[config.mk]
export PLATFORM = sky130hd
export DESIGN_NAME = ccff_chain_loader
export DESIGN_NICKNAME = d
export VERILOG_FILES = /design/src/rtl/ccff_chain_loader.sv
export SDC_FILE = /design/constraint.sdc
export NUM_CORES = 1
export LEC_CHECK = 0
export BUFFER_PORTS_ARGS = -buffer_cell sky130_fd_sc_hd__buf_2
export CORE_MARGIN = 10
export CORE_UTILIZATION = 31
export CTS_CLUSTER_SIZE = 30
export DETAILED_ROUTE_END_ITERATION = 7
export PLACE_DENSITY_LB_ADDON = 0.05
export SKIP_CTS_REPAIR_TIMING = 1
export SLEW_MARGIN = 20
export SYNTH_ARGS = -nofsm -noshare
export SYNTH_HDL_FRONTEND = slang
export SYNTH_SLANG_ARGS = --single-unit
[constraint.sdc]
create_clock -name prog_clk -period 7 [get_ports prog_clk]
set_input_delay 1.05 -clock prog_clk [delete_from_list [all_inputs] [get_ports prog_clk]]
set_output_delay 1.05 -clock prog_clk [all_outputs]
set_load 0.05 [all_outputs]
[src/rtl/ccff_chain_loader.sv]
// Serialises packed bitstream words MSB-first into a configuration chain.
// An optional second pass recirculates the chain and compares CRC-16s.
module ccff_chain_loader #(
    parameter int CHAIN_LEN = 16,
    parameter int WORD_W    = 8,
    parameter int CNT_W     = 16
) (
    input  logic              prog_clk,
    input  logic              pReset,
    input  logic              start,
    input  logic              verify_en,
    input  logic [WORD_W-1:0] s_data,
    input  logic              s_valid,
    output logic              s_ready,
    output logic              ccff_head,
    output logic              shift_en,
    input  logic              ccff_tail,
    output logic              busy,
    output logic              done,
    output logic              error,
    output logic [15:0]       crc_out
);

    localparam int BC_W  = $clog2(WORD_W + 1);
    localparam int WORDS = (CHAIN_LEN + WORD_W - 1) / WORD_W;

    localparam logic [CNT_W-1:0] LEN       = CNT_W'(CHAIN_LEN);
    localparam logic [CNT_W-1:0] LAST_BIT  = CNT_W'(CHAIN_LEN - 1);
    localparam logic [CNT_W-1:0] WORD_LIM  = CNT_W'(WORDS);
    localparam logic [BC_W-1:0]  FULL_BUF  = BC_W'(WORD_W);
    localparam logic [15:0]      CRC_INIT  = 16'hFFFF;

    typedef enum logic [1:0] {IDLE, LOAD, VERIFY, DONE} state_t;

    state_t            state;
    logic              verify_lat;
    logic [CNT_W-1:0]  bit_cnt;
    logic [CNT_W-1:0]  word_cnt;
    logic [WORD_W-1:0] word_buf;
    logic [BC_W-1:0]   buf_cnt;
    logic [15:0]       crc_load;
    logic [15:0]       crc_ver;
    logic              error_q;

    logic              load_shift;
    logic              last_load;
    logic              last_ver;
    logic              buf_free;
    logic              accept;
    logic [15:0]       crc_ver_next;

    function automatic logic [15:0] crc_step(input logic [15:0] c, input logic b);
        logic fb;
        fb = c[15] ^ b;
        return {c[14:0], 1'b0} ^ (fb ? 16'h1021 : 16'h0000);
    endfunction

    // NOTE: every signal in always_comb gets a default first so no path can
    // leave it unassigned and infer a latch.
    always_comb begin
        load_shift   = 1'b0;
        buf_free     = 1'b0;
        s_ready      = 1'b0;
        shift_en     = 1'b0;
        ccff_head    = 1'b0;
        last_load    = 1'b0;
        last_ver     = 1'b0;
        crc_ver_next = crc_step(crc_ver, ccff_tail);

        load_shift = (state == LOAD) && (buf_cnt != '0) && (bit_cnt < LEN);
        last_load  = load_shift && (bit_cnt == LAST_BIT);
        last_ver   = (state == VERIFY) && (bit_cnt == LAST_BIT);
        buf_free   = (buf_cnt == '0) || ((buf_cnt == BC_W'(1)) && load_shift);

        // Gated by pReset so the chain never captures on the reset edge.
        s_ready  = !pReset && (state == LOAD) && (word_cnt < WORD_LIM) && buf_free;
        shift_en = !pReset && (load_shift || (state == VERIFY));

        ccff_head = (state == VERIFY) ? ccff_tail : word_buf[WORD_W-1];
    end

    assign accept  = s_valid && s_ready;
    assign busy    = (state == LOAD) || (state == VERIFY);
    assign done    = (state == DONE);
    assign error   = error_q;
    assign crc_out = crc_load;

    // NOTE: state is updated with non-blocking assignments only, so every
    // read in this block sees the pre-edge value regardless of ordering.
    always_ff @(posedge prog_clk) begin
        if (pReset) begin
            state      <= IDLE;
            verify_lat <= 1'b0;
            bit_cnt    <= '0;
            word_cnt   <= '0;
            word_buf   <= '0;
            buf_cnt    <= '0;
            crc_load   <= CRC_INIT;
            crc_ver    <= CRC_INIT;
            error_q    <= 1'b0;
        end else begin
            case (state)
                IDLE, DONE: begin
                    if (start) begin
                        state      <= LOAD;
                        verify_lat <= verify_en;
                        bit_cnt    <= '0;
                        word_cnt   <= '0;
                        word_buf   <= '0;
                        buf_cnt    <= '0;
                        crc_load   <= CRC_INIT;
                        error_q    <= 1'b0;
                    end
                end

                LOAD: begin
                    if (load_shift) begin
                        bit_cnt  <= bit_cnt + CNT_W'(1);
                        crc_load <= crc_step(crc_load, word_buf[WORD_W-1]);
                    end
                    if (accept) begin
                        word_buf <= s_data;
                        buf_cnt  <= FULL_BUF;
                        word_cnt <= word_cnt + CNT_W'(1);
                    end else if (load_shift) begin
                        word_buf <= word_buf << 1;
                        buf_cnt  <= buf_cnt - BC_W'(1);
                    end
                    // Leftover bits of the final word are dropped here.
                    if (last_load) begin
                        word_buf <= '0;
                        buf_cnt  <= '0;
                        bit_cnt  <= '0;
                        crc_ver  <= CRC_INIT;
                        state    <= verify_lat ? VERIFY : DONE;
                    end
                end

                VERIFY: begin
                    crc_ver <= crc_ver_next;
                    bit_cnt <= bit_cnt + CNT_W'(1);
                    if (last_ver) begin
                        bit_cnt <= '0;
                        error_q <= (crc_ver_next != crc_load);
                        state   <= DONE;
                    end
                end

                default: state <= IDLE;
            endcase
        end
    end

endmodule

== Yosys cells after proc, flatten, opt, wreduce, memory -nomap -nowiden ==
Index checks and enable logic that the tools add are counted.
W data, S select, Z words.
Operators by class
  bitwise logic cells: 4
  shift-type cells: 0
  order comparisons: 2
  $mul: 0
  eq/ne operators: 13
  reductions and logical operators: 29
  divide/modulo/power cells: 0
  mux-type cells: 33
  add/subtract/negate cells: 3
Operator list (count)
  $mux W16: 8
  $pmux W16 S2: 3
  $pmux W16 S3: 1
  $add A16 B1 Y16 const B: 2
  $mux W8: 4
  $xor A16 B13 Y16: 2
  $mux W13: 2
  $eq A16 B4 Y1 const B: 1
  $lt A16 B2 Y1 const B: 1
  $lt A16 B5 Y1 const B: 1
  $mux W4: 4
  $ne A16 B16 Y1: 1
  $pmux W8 S2: 1
  $reduce_and A3 Y1: 5
  $logic_and A1 B1 Y1: 10
  $ne A2 B2 Y1 const B: 5
  $pmux W4 S2: 1
  $mux W2: 3
  $pmux W2 S3: 1
  $reduce_and A2 Y1: 3
  $reduce_bool A2 Y1: 3
  $eq A2 B2 Y1 const B: 2
  $eq A4 B1 Y1 const B: 1
  $logic_not A4 Y1: 1
  other kinds (12): 18
Storage, ports and cells
  latch bits: 0
  memory bits (read-only): 0
  register bits: 80
  output and inout port bits: 22
  memories kept: 0
  memory bits (writable): 0

== Logic depth before layout (Yosys ltp) ==
  depth in word-level cells: 10
  depth in mapped cells: 10
  depth with buffers taken out: 8

== Worst setup path after synthesis ==
OpenSTA, ideal clock, no wires.
  path kind: input to output
  start: input port pReset
  end: output port s_ready
  stages on the path: 3
  data arrival time: 2.422 ns
  setup slack: 3.528 ns
  cells stage by stage: nor3b_1 nand3_1 nor3_1
On the way
  word-level cells in the longest chain between the ends: 4
Ends and longest elaborated chain
  start: declaration: RTL line 9  | input logic pReset,
  $logic_not A1 Y1: RTL line 76  | s_ready = !pReset && (state == LOAD) && (word_cnt < WORD_LIM) && buf_free;
  $logic_and A1 B1 Y1 (3 in a row): RTL line 76
  end: declaration: RTL line 14  | output logic s_ready,
Every way passes these cells.

== Worst setup path after layout ==
Ends and elaborated chain as after synthesis.

==> results.cfg <==
[synthesis]
yosysWarnings = 0
synth_edf_count = 0
yosys.area.top_type_share_pct = 43.52
yosys-top-cells-area = dfxtp_1 44%, nand2b_1 6.0%, xor2_1 4.3%
synth_top_cell_by_area = dfxtp_1
seq_area_frac_synth_pct = 43.52
ys_async_sr_fraction_pct = 0
syn-num-nets = 428
synthFlopType = dfxtp_1
syn_area_sq_um = 3680
synth_cell_types = 45
syn_inst = 406
ys_ff_latch = 80
synth_area_per_cell_sq_um = 9.063

[drt]
ant_nets = 0
drc = 0
drt_iter0_drc = 136
routed_wl_microns = 9410
firstDrtPassIters = 4
wl_per_cell_microns = 16.11
vias = 2943
via_per_inst = 5.039

[cts]
cts_inserted_buffers = 9
cts_root_buf = clkbuf_16
htree_levels = 3
clkSinkCount = 80
clkLatencyLatePin_ns = 0.35
cts_buffer_depth = 2
path_clk_slew_ns = 0.06
cts_tree = yes

[global_route]
grtUsageTotal_pct = 12.02
grt_antenna_before_repair = 0
grt_first_pass_wirelength_microns = 15650
grt_max_degree = 51
grt_pass1_vias = 2870
grt_overflow = 0

[setup_path]
path_cells = buf_2, nor3b_1, nand3_1, nor3_1, buf_2
end_kind = output port
path_delay_family = buffers and inverters
required_ns = 5.95
arrival_ns = 2.37
critical_path_class = primary input to output port
crit_path_frequent_cell = buf_2
crit_buf_inv = 2
crit_path_start_kind = primary input
slowest_stage = buf_2
rrSetupSlack_ns = 3.63
slowest_delay_ns = 0.37
cp_max_fo = 50

[hold_path]
hold_path_class = register to register

[pwr]
ir_drop_uv = 201.2
power_leakage_nw = 1.613
p_per_area_nw_per_um2 = 367.3

[floorplanning]
rows = 39
core_area_sq_um = 11520
dieArea_sq_um = 16630
start_util_pct = 31.95
die_w_microns = 129.0
fp.dieH_microns = 129.0
io_pins = 36

[outcome]
status = finished, final reports clean

[timing]
fin_crit_sh_pct = 48.80
finalSetupTns_ns = 0
finClkSkew_ns = 0.01060
maxSlewHeadroom_pct = 36.05
tightest_slew_ns = 0.9558
final_max_slew_viol_count = 0
hold_ws_ns = 0.4566
fmax_ghz = 0.2928
finalHoldViolCount = 0
rsz0062_at_grt = false
fin_crit_ns = 3.416
setup_viol = 0

[layout]
layout_common_cells = 80 x dfxtp_1, 35 x nand2b_1, 35 x buf_2
layout_commonest_cell = dfxtp_1
antenna_cells = 0
fillers = 1205
area_growth_pct = 17.95
multi_input_area_sq_um = 1969
final_nets = 458
drive_above_1_share_pct = 14.06
final_area_sq_um = 4340
register_area_sq_um = 1602

[place]
place.gp.congestion = 0.7735
dpl_cell_area_sq_um = 3983
numPortBuffers = 35
hpwl_microns = 6534

[job]
drv_cap = 0
[sequential cells by signal, summed over array words and instances, names as in the netlist]
signal / flops
state: 2
crc_ver: 16
buf_cnt: 4
word_buf: 8
verify_lat: 1
word_cnt: 16
error: 1
crc_out: 16
bit_cnt: 16
[power by group]
part	switching [mW]	internal [mW]	leakage, nW
combinational	0.376	0.150	0.795
sequential	0.0273	0.481	0.647
clock	0.193	0.367	0.172
total	0.596	0.998	1.61
[cells in the mapped netlist, types with 2 or more instances]
cell       instances
nand4_1           11
nor4_4             3
and2_1            15
xnor2_1           15
a31oi_1            3
o31ai_1            2
a21oi_1           11
nor4_1             7
and3_1             3
inv_1              8
nand3_1           15
o22ai_1           17
nor3_1             9
nor3b_1            2
dfxtp_1           80
nor2b_1            2
nand2b_1          35
xor2_1            18
o2bb2ai_1          8
buf_2              5
o21ai_0           19
nor2_1            33
clkbuf_1          15
a41oi_1            2
or4_1             14
nand2_1           19
and4_1             2
mux2i_1            9
ha_1               8
[cell type report]
class,count,share of cell area [%]
Multi-Input combinational cell,298,45.37
Sequential cell,80,36.90
Clock buffer,11,5.823
Timing Repair Buffer,39,4.728
Tap cell,143,4.122
Clock inverter,5,2.364
Inverter,8,0.6918
[metrics by stage]
stage                     util [%]  cells  worst slack, ns  power (mW)
after CTS                    37.67    584            3.552       1.620
final                        37.69    584            3.584       1.594
after floorplan                  -    406            3.528      0.8951
after detailed placement     34.58    568            3.364       1.050
after global placement       34.58    568            3.408       1.050
after global routing         37.69    584            3.282       1.696
[final timing paths]
kind                    from    endpoint  cells past startpoint
hold reg to reg   verify_lat  verify_lat                      2
hold / removal    verify_lat  verify_lat                      2
setup / recovery      pReset     s_ready                      5
setup reg to reg    state[1]  bit_cnt[7]                      9
[layer usage]
layer  wire length [microns]  global-route usage, %
met5                       0                      0
met4                     162                  5.552
met3                     380                  3.984
met2                    4064                  17.29
met1                    4802                  15.90
[logic make-up (layout without fill, tap and decap cells)]
kind of cell	count (synthesis)	after routing	share of synthesized area, %
mux	10	10	2.754
fa+ha+maj	8	8	2.720
flops	80	80	43.52
simple gates	172	172	26.96
compound gates	75	75	13.16
xor+xnor	33	33	7.855
buf+inv	28	63	3.026
[worst min-delay path, stage by stage, from the launching register on]
cell	delay, ns
dfxtp_1	0.31
nand2_1	0.05
a21oi_1	0.05
Note: power is estimated with default switching activity, not from simulation.
